**config.mk**
```make
export PLATFORM = sky130hd
export DESIGN_NAME = instr_encoder
export DESIGN_NICKNAME = d
export VERILOG_FILES = /design/src/rtl/instr_encoder.sv
export SDC_FILE = /design/constraint.sdc
export NUM_CORES = 1
export LEC_CHECK = 0
export BUFFER_PORTS_ARGS = -buffer_cell sky130_fd_sc_hd__buf_2
export CORE_MARGIN = 8
export CORE_UTILIZATION = 25
export CTS_BUF_LIST = sky130_fd_sc_hd__clkbuf_8
export DETAILED_ROUTE_END_ITERATION = 12
export PLACE_DENSITY = 0.43
export SYNTH_ARGS = -nofsm -noshare
export SYNTH_HDL_FRONTEND = slang
export SYNTH_SLANG_ARGS = --single-unit
```
**constraint.sdc**
```tcl
create_clock -name clk -period 2.07 [get_ports clk]
set_clock_uncertainty 0.15 [all_clocks]
set_input_delay 0.3105 -clock clk [delete_from_list [all_inputs] [get_ports clk]]
set_output_delay 0.3105 -clock clk [all_outputs]
set_load 0.03 [all_outputs]
```
**src/rtl/instr_encoder.sv**
```systemverilog
// Field-to-word MIPS instruction packer with a small output FIFO.
// Each popped word carries a sequential instruction-memory address starting at BASE_ADDR.
module instr_encoder #(
  parameter int          DEPTH     = 4,
  parameter logic [31:0] BASE_ADDR = 32'h0000_3000
) (
  input  logic                     clk,
  input  logic                     reset,
  input  logic                     flush,
  input  logic                     in_valid,
  output logic                     in_ready,
  input  logic [1:0]               fmt,
  input  logic [5:0]               opcode,
  input  logic [4:0]               rs,
  input  logic [4:0]               rt,
  input  logic [4:0]               rd,
  input  logic [4:0]               sa,
  input  logic [5:0]               func,
  input  logic [15:0]              imm16,
  input  logic [25:0]              imm26,
  output logic                     out_valid,
  input  logic                     out_ready,
  output logic [31:0]              out_instr,
  output logic [31:0]              out_addr,
  output logic [$clog2(DEPTH):0]   count,
  output logic                     fmt_err
);

  localparam int AW = $clog2(DEPTH);
  localparam int CW = AW + 1;
  localparam logic [CW-1:0] FULL = CW'(DEPTH);

  typedef enum logic [1:0] {
    FMT_R   = 2'd0,
    FMT_I   = 2'd1,
    FMT_J   = 2'd2,
    FMT_ILL = 2'd3
  } fmt_e;

  logic [31:0]   r_mem [DEPTH];
  logic [AW-1:0] r_wr_ptr;
  logic [AW-1:0] r_rd_ptr;
  logic [CW-1:0] r_count;
  logic [31:0]   r_addr;
  logic          r_fmt_err;

  logic [31:0]   w_word;
  logic          w_accept;
  logic          w_push;
  logic          w_pop;

  assign in_ready  = (r_count < FULL);
  assign out_valid = (r_count != '0);
  assign count     = r_count;
  assign out_addr  = r_addr;
  assign fmt_err   = r_fmt_err;
  // Storage is not reset, so the head is masked while the FIFO is empty.
  assign out_instr = out_valid ? r_mem[r_rd_ptr] : 32'h0;

  assign w_accept = in_valid && in_ready;
  assign w_push   = w_accept && (fmt != FMT_ILL);
  assign w_pop    = out_valid && out_ready;

  // NOTE: give every always_comb output a default first so no path leaves it unassigned (latch).
  always_comb begin
    w_word = 32'h0;
    case (fmt)
      FMT_R:   w_word = {opcode, rs, rt, rd, sa, func};
      FMT_I:   w_word = {opcode, rs, rt, imm16};
      FMT_J:   w_word = {opcode, imm26};
      default: w_word = 32'h0;
    endcase
  end

  // NOTE: sequential state uses non-blocking assignments so every register samples pre-edge values.
  always_ff @(posedge clk or posedge reset) begin
    if (reset) begin
      r_wr_ptr  <= '0;
      r_rd_ptr  <= '0;
      r_count   <= '0;
      r_addr    <= BASE_ADDR;
      r_fmt_err <= 1'b0;
    end else if (flush) begin
      r_wr_ptr  <= '0;
      r_rd_ptr  <= '0;
      r_count   <= '0;
      r_addr    <= BASE_ADDR;
      r_fmt_err <= 1'b0;
    end else begin
      r_fmt_err <= w_accept && (fmt == FMT_ILL);
      if (w_push) r_wr_ptr <= r_wr_ptr + AW'(1);
      if (w_pop) begin
        r_rd_ptr <= r_rd_ptr + AW'(1);
        r_addr   <= r_addr + 32'd4;
      end
      case ({w_push, w_pop})
        2'b10:   r_count <= r_count + CW'(1);
        2'b01:   r_count <= r_count - CW'(1);
        default: r_count <= r_count;
      endcase
    end
  end

  // NOTE: the word array carries no reset; occupancy alone decides which entries are meaningful.
  always_ff @(posedge clk) begin
    if (w_push && !flush) r_mem[r_wr_ptr] <= w_word;
  end

endmodule
```
==> reports/qor.txt, run 1 <==
============================================================================================
Initial antenna violation count                                                            2
Outcome                                                                         complete, but fails checks
Hold crit path type                                                             input pin to register
Die boundary width                                                                  188.0 um
Final RePlAce weighted congestion                                                     0.7846
Register bit count reported by yosys                                                     166
Y dimension of the die                                                              188.0 um
Crit share post-route                                                                 118.5%
Share of synthesized flip-flops with an asynchronous set or reset                     22.89%
Static leakage power                                                                3.898 nW
Tmin final                                                                          2.452 ns
DRC violation count after routing                                                          0
Buffer and inverter count on the worst path                                                3
Average wire length per cell after detail routing                                   18.41 um
Syn-to-layout area delta                                                              38.95%
Remaining global-route overflow                                                            0
Number of failing hold endpoints at the final stage                                        0
Final slew viol count                                                                      0
Distinct cell type count after synthesis                                                  43
I/O pin cnt                                                                              151
Critical Path AT                                                                     1.99 ns
Timing-limited maximum frequency                                                   407.8 MHz
Compound-Gate Fraction of Synth Area                                                  5.567%
Pin slew with the least headroom to its limit                                      0.6277 ns
Crit path largest cell delay                                                         0.48 ns
Deepest level of the CTS H-tree                                                            4
Parity-gate share of the synthesized area counting xor and xnor cells                 1.421%
Setup slack of the worst register-to-register path                                  -0.12 ns
Worst Hold Endpoint                                                             r_mem[2][29]
Global router's overall resource usage                                                11.21%
Slowest cell on the critical path                                                     mux4_2
Core region area                                                                  29400 um^2
Fraction of final layout cells with drive strength greater than 1                     48.99%
Worst Hold Slack                                                                  0.05072 ns
Clock Pin Slew Worst Setup and Hold Paths                                            0.10 ns
Path depth of the worst reg2reg path                                                       8
Inserted Clock Buffers                                                                    17
Syn. warnings                                                                              0
Pwr dens                                                                        1117 nW/um^2
Drt first pass iters                                                                       6
Synthesized area                                                                   7395 um^2
Worst slew margin relative to its limit                                               57.71%
ANT nets after route                                                                       0
Share of the core filled with cells                                                   34.95%
Met2 global-route usage                                                               18.37%
Clock sinks                                                                              166
Number of port buffers                                                                   148
Via total after detailed routing                                                        5063
Switching power total                                                               4.293 mW
Peak supply drop                                                                 0.0005132 V
Average instance area after synthesis                                             14.33 um^2
Adder and majority gate portion of the synthesized area                               1.117%
Net switching fraction of the power                                                   37.40%
Vias in the first global route                                                          5301
Largest cells by area after synthesis                                           edfxtp_1, dfrtp_1, mux4_2
Worst-skew pair later-pin latency                                                    0.46 ns
Largest family of logic cells by synthesized area                               multiplexers
TritonCTS clock tree                                                                    done
Area enclosed by the die boundary                                                 35340 um^2
Share of power burned in combinational logic                                           46.1%
Family of cells with the greatest summed delay on the critical path             multiplexers
HP Start                                                                           opcode[3]
Violations in the final reports                                                 negative setup slack
Cell accounting for the most synthesized area                                       edfxtp_1
Number of stages on the worst hold path                                                    2
Crit-path max FO                                                                           5
Most frequently used flop master after synthesis                                    edfxtp_1
Power consumption                                                                   11.48 mW
Pin count of the biggest net entering global routing                                      39
Clock network fraction of design power                                                 20.0%
Synth top area share                                                                  51.98%
End of the worst register-to-register path                                      out_addr[13]
Instance count of the mapped netlist                                                     516
Final count of negative-setup-slack endpoints                                             54
Initial standard-cell utilization of the core                                         25.15%
CP cell instances                                                               buf_12 -> clkbuf_16 -> mux4_2 -> nor2b_2 -> buf_6
Endpoint kind of the worst setup timing path                                     output port
Row Count                                                                                 63
Wire length after detailed routing                                                  20790 um
Instance count after placement with tap cells included                                  1070
Final instance count without filler cells                                               1129
Count of flip-flops with a built-in enable after synthesis                               128
Root Buffer Master                                                                  clkbuf_8
Critical path class                                                             register to output port
GR Layer Usage met1                                                                   13.77%
Post-layout worst setup margin                                                    -0.3822 ns
Share of cell area taken by muxes after synthesis                                     12.35%
Beginning of the worst register-to-register path                                    count[2]
Basic-gate share of the synthesized area counting and, or, nand and nor cells         11.51%
Kind of launch point of the worst setup path                                        register
Required @ worst endpoint                                                            1.61 ns
Total Nets Final                                                                         813
Part of the Yosys area used for sequential elements                                   64.87%
Setup repair after global routing missed its margin                                     true
Routing usage on met3                                                                 4.160%
Wire length of the first global-routing pass                                        30750 um
Drt first-iter violations                                                                197
Estimated wirelength of the detail-placed design                                    13390 um
Seq pwr share                                                                          33.9%
MaxCap Viol Count                                                                          0
Via-per-instance ratio                                                                 4.484
Number of buffers on the longest clock path                                                2
Antenna cell count                                                                         0
Fillcell total                                                                          2887
Most utilized layer in the global route result                                          met2
Internal                                                                            7.186 mW
============================================================================================
==> synth_stat cells (all sizes together), types with 14 or more instances <==
cell type and n:
edfxtp 128, nand2 40, o21ai 38, dfrtp 36, nor2b 36, mux4 32
a21oi 21, buf 19, inv 19, mux2i 17, nor2 16, clkbuf 14
==> worst max-delay path by stage <==
stage / startpoint / end / slack [ns] / cells after the start
after detailed placement: out_ready / out_addr[22] / 0.05 / 6
after CTS: r_rd_ptr[0] / out_instr[10] / -0.46 / 5
after global routing: r_rd_ptr[0] / out_instr[30] / -0.46 / 5
after floorplan: out_addr[12] / out_addr[31] / 0.0009 / 6
final: r_rd_ptr[0] / out_instr[16] / -0.38 / 5
after global placement: r_rd_ptr[0] / out_instr[10] / 0.09 / 4
==> worst reg2reg max path, cell delays in order, from the launching register on <==
cell and delay [ns]:
dfrtp_2 0.43, buf_6 0.12, buf_6 0.12, o31a_1 0.39, buf_12 0.17, o2111ai_4 0.19, buf_6 0.16, nor3_1 0.05
or3b_1 0.35
==> area by class of cell <==
cell class	instances	area (um^2)	share of cell area [%]
flip-flops and latches	166	4803	46.75
multi-input cells	299	2731	26.58
repair buffers	223	1785	17.38
well taps	390	488.0	4.749
clock buffers	17	234.0	2.277
clock inverters	15	158.9	1.547
inverters	19	73.82	0.7185
==> stage by stage <==
step | setup WS (ns) | area [um^2] | TNS, ns
floorplan | 0.0008542 | 7437 | 0
finish | -0.3822 | 10270 | -11.82
CTS | -0.4560 | 9632 | -13.57
global route | -0.4635 | 10270 | -16.72
detailed placement | 0.05389 | 8997 | 0
global placement | 0.08519 | 8997 | 0
==> per-layer routing <==
layer | share of wire [%] | up-vias
met5 | 0.13 | -
met4 | 0.90 | 4
met3 | 6.3 | 21
met2 | 50 | 137
met1 | 43 | 2548
li1 | - | 2353
==> flip-flops by register name (all words and copies together) (netlist names) <==
name      cells
r_wr_ptr      2
fmt_err       1
out_addr     30
count         3
r_mem       128
r_rd_ptr      2
==> power by group through the flow <==
stage	sequential [mW]	clock (mW)	combinational, mW
floorplan	4.05	0	2.29
global placement	3.98	0	3.74
detailed placement	3.99	0	3.77
CTS	3.90	2.40	4.51
global route	3.91	2.52	5.65
finish	3.89	2.30	5.29
==> logic make-up after synthesis <==
group           after synthesis
flops                       166
simple gates                155
compound gates               73
buf+inv                      52
mux                          51
xor+xnor                     12
fa+ha+maj                     6
other cells                   1
==> placed cells by master (no fill, tap or decap), types with 3 or more instances in the layout <==
cell        Yosys  layout
o31ai_4         0       4
buf_6           1      29
mux2i_1        17      17
buf_12          0      11
mux4_2         32      32
nor2b_4         0      12
buf_2          10     115
ha_1            5       5
o21ai_0        38      34
xnor2_1         4       3
buf_4           4      58
inv_8           0       5
clkbuf_16       0       5
nor2_1         16      15
and2_2          0       4
inv_1          19      18
xor2_1          8       8
nor2b_1        36      21
a21oi_2         0      12
clkinv_8        0       3
edfxtp_1      128     128
a21oi_1        21       9
dfrtp_2         0       5
o2111ai_4       0       3
nand4_1         6       6
and2_1         12       8
or4_4           0       7
nand2_1        40      40
clkbuf_8        0      17
nor3_1          4       3
buf_16          0       3
dfrtp_1        36      31
nor2b_2         0       3
clkinvlp_4      0       3
o31ai_2         0       4
or3_1           7       6
and4_1          4       3
nand3_1        10       8
==> what timing repair did <==
item,CTS,global route
resized for setup,40,103
cloned,2,7
hold buffers,2,0
endpoints found under the hold margin,39,0
setup endpoints to repair,33,126
pin swaps,1,31
setup buffers,5,12
No activity file was read; power rests on OpenSTA's default activity.
==> inputs of run 2 (changes only) <==
--- a/config.mk
+++ b/config.mk
@@ -11,6 +11,7 @@
 export CTS_BUF_LIST = sky130_fd_sc_hd__clkbuf_8
 export DETAILED_ROUTE_END_ITERATION = 12
 export PLACE_DENSITY = 0.43
+export SKIP_CTS_REPAIR_TIMING = 1
 export SYNTH_ARGS = -nofsm -noshare
 export SYNTH_HDL_FRONTEND = slang
 export SYNTH_SLANG_ARGS = --single-unit
==> run 2 against run 1 <==
Register-to-register slack improved by 0.09 ns; sequential share of layout area rose by 0.98 points; sequential cell count did not move; worst hold slack barely moved; core utilization fell by 0.72 points; setup slack improved by 0.032 ns; cell area fell by 2.1%; critical endpoint is now out_instr[30]; the run still ends with negative setup slack left; sequential power barely moved.
==> reports/qor.txt, run 2 (synthesis gave the netlist of run 1 again) <==
==================================================================================
Highest-count cells in the layout ignoring fill and taps              edfxtp_1, buf_2, buf_4
Deepest level of the CTS H-tree                                                  4   unchanged
Internal                                                                  7.018 mW   -2.3%
Number of port buffers                                                         148   unchanged
Seq pwr share                                                                34.8%   +0.9 points
Pwr dens                                                              1114 nW/um^2   -0.31%
Timing-limited maximum frequency                                         413.2 MHz   +1.3%
Switching power total                                                     4.190 mW   -2.4%
Net switching fraction of the power                                         37.38%   about the same
Wire length after detailed routing                                        20450 um   -1.6%
Post-place instance area                                                 8997 um^2   unchanged
Instance count after placement with tap cells included                        1070   unchanged
Clock network fraction of design power                                       20.5%   +0.5 points
Crit. Startpoint                                                       r_rd_ptr[0]
Post-layout worst setup margin                                          -0.3499 ns   +0.03224 ns
Y dimension of the die                                                    188.0 um   unchanged
Critical path class                                                   register to output port
Final RePlAce weighted congestion                                           0.7846   unchanged
Outcome                                                               complete, but fails checks
Initial antenna violation count                                                  2   unchanged
Beginning of the worst register-to-register path                          count[0]
Initial standard-cell utilization of the core                               25.15%   unchanged
Slowest cell on the critical path                                           mux4_2
Final slew viol count                                                            0   unchanged
Antenna cell count                                                               0   unchanged
Clock Pin Slew Worst Setup and Hold Paths                                  0.10 ns   about the same
Syn-to-layout area delta                                                    36.09%
Setup repair after global routing missed its margin                           true
MaxCap Viol Count                                                                0   unchanged
Worst slew margin relative to its limit                                     61.22%   +3.5 points
Via total after detailed routing                                              5003   -1.2%
Pre-CTS WS                                                              0.05389 ns   unchanged
Global router's overall resource usage                                      10.84%   -0.37 points
Clock sinks                                                                    166   unchanged
Number of buffers on the longest clock path                                      2   unchanged
Violations in the final reports                                       negative setup slack
Worst-skew pair later-pin latency                                          0.46 ns   about the same
Peak supply drop                                                       0.0006564 V   +28%
TritonCTS clock tree                                                          done
Wire length of the first global-routing pass                              29940 um   -2.6%
Crit-path max FO                                                                 6   +1
Family of cells with the greatest summed delay on the critical path   multiplexers
Share of power burned in combinational logic                                 44.7%   -1.4 points
Area enclosed by the die boundary                                       35340 um^2   unchanged
Estimated wirelength of the detail-placed design                          13390 um   unchanged
Final design instance area without fill                                 10060 um^2   -2.1%
Drt first-iter violations                                                      177   -10%
Critical Path AT                                                           1.96 ns   -0.03 ns
Root Buffer Master                                                        clkbuf_8
Remaining global-route overflow                                                  0   unchanged
Final count of negative-setup-slack endpoints                                   34   -37%
Drt first pass iters                                                             4   -2
Row Count                                                                       63   unchanged
Hold crit path type                                                   input pin to register
Total Nets Final                                                               808   -0.62%
Final instance count without filler cells                                     1124   -0.44%
Crit path largest cell delay                                               0.51 ns   +0.03 ns
Buffer and inverter count on the worst path                                      3   unchanged
Pin slew with the least headroom to its limit                            0.5756 ns   -0.05216 ns
Required @ worst endpoint                                                  1.61 ns   about the same
Die boundary width                                                        188.0 um   unchanged
Via-per-instance ratio                                                       4.451   -0.75%
CP cell instances                                                     buf_6 -> buf_12 -> mux4_2 -> nor2b_1 -> buf_4
ANT nets after route                                                             0   unchanged
Static leakage power                                                      3.830 nW   -1.8%
Kind of launch point of the worst setup path                              register
Average wire length per cell after detail routing                         18.20 um   -1.2%
I/O pin cnt                                                                    151   unchanged
Worst Hold Slack                                                        0.05095 ns   +0.0002262 ns
Tmin final                                                                2.420 ns   -0.03224 ns
Crit share post-route                                                       116.9%   -1.6 points
Setup TNS                                                                -10.57 ns   +1.244 ns
HP Start                                                                 opcode[3]
Number of failing hold endpoints at the final stage                              0   unchanged
Fraction of final layout cells with drive strength greater than 1           46.46%   -2.5 points
Core region area                                                        29400 um^2   unchanged
Most common cell after layout, fill and taps aside                        edfxtp_1
Vias in the first global route                                                5238   -1.2%
Endpoint kind of the worst setup timing path                           output port
Inserted Clock Buffers                                                          17   unchanged
Largest register by flop count                                               r_mem
DRC violation count after routing                                                0   unchanged
Largest register FFs                                                           128   unchanged
Pin count of the biggest net entering global routing                            39   unchanged
==================================================================================
[run 2: routing by layer]
metal / GRT usage (%) / routed length [um]
met5: 0 / 26
met1: 13.30 / 8821
met3: 4.160 / 1259
met4: 2.727 / 193
met2: 17.66 / 10150
[run 2: layout make-up]
cell class	count	area, um^2
fill	2895	19340
clock inverter	15	158.9
multi-input combinational	299	2625
clock buffer	17	234.0
sequential	166	4803
inverter	19	73.82
tap	390	488.0
timing repair buffer	218	1680
[run 2: metrics by stage]
stage               utilization, %  total power [mW]
floorplan                        -             6.341
global placement             30.60             7.716
detailed placement           30.60             7.763
CTS                          31.94             10.10
global route                 34.23             11.79
finish                       34.23             11.21
[run 2: final timing paths]
path | slack (ns) | cells after the start | to
max | -0.35 | 5 | out_instr[30]
min | 0.05 | 2 | r_mem[2][29]
max reg2reg | -0.03 | 6 | out_addr[26]
min reg2reg | 0.42 | 2 | out_addr[12]
max in group asynchronous | 1.00 | 4 | r_rd_ptr[0]
min in group asynchronous | 0.36 | 4 | out_addr[18]
[run 2: power by group through the flow]
stage,Clock (mW),Combinational (mW),Sequential (mW)
6_report,2.30,5.01,3.90
3_5_place_dp,0,3.77,3.99
4_1_cts,2.40,3.77,3.92
5_1_grt,2.52,5.35,3.93
2_1_floorplan,0,2.29,4.05
3_3_place_gp,0,3.74,3.98
[run 2: worst reg2reg max path, delay by kind of cell (launching register included)]
kind                   cells  cell delay (ns)
AO/OA/AOI/OAI              3             0.69
buffers and inverters      2             0.32
flip-flops                 1             0.38
AND/OR/NAND/NOR            1             0.50
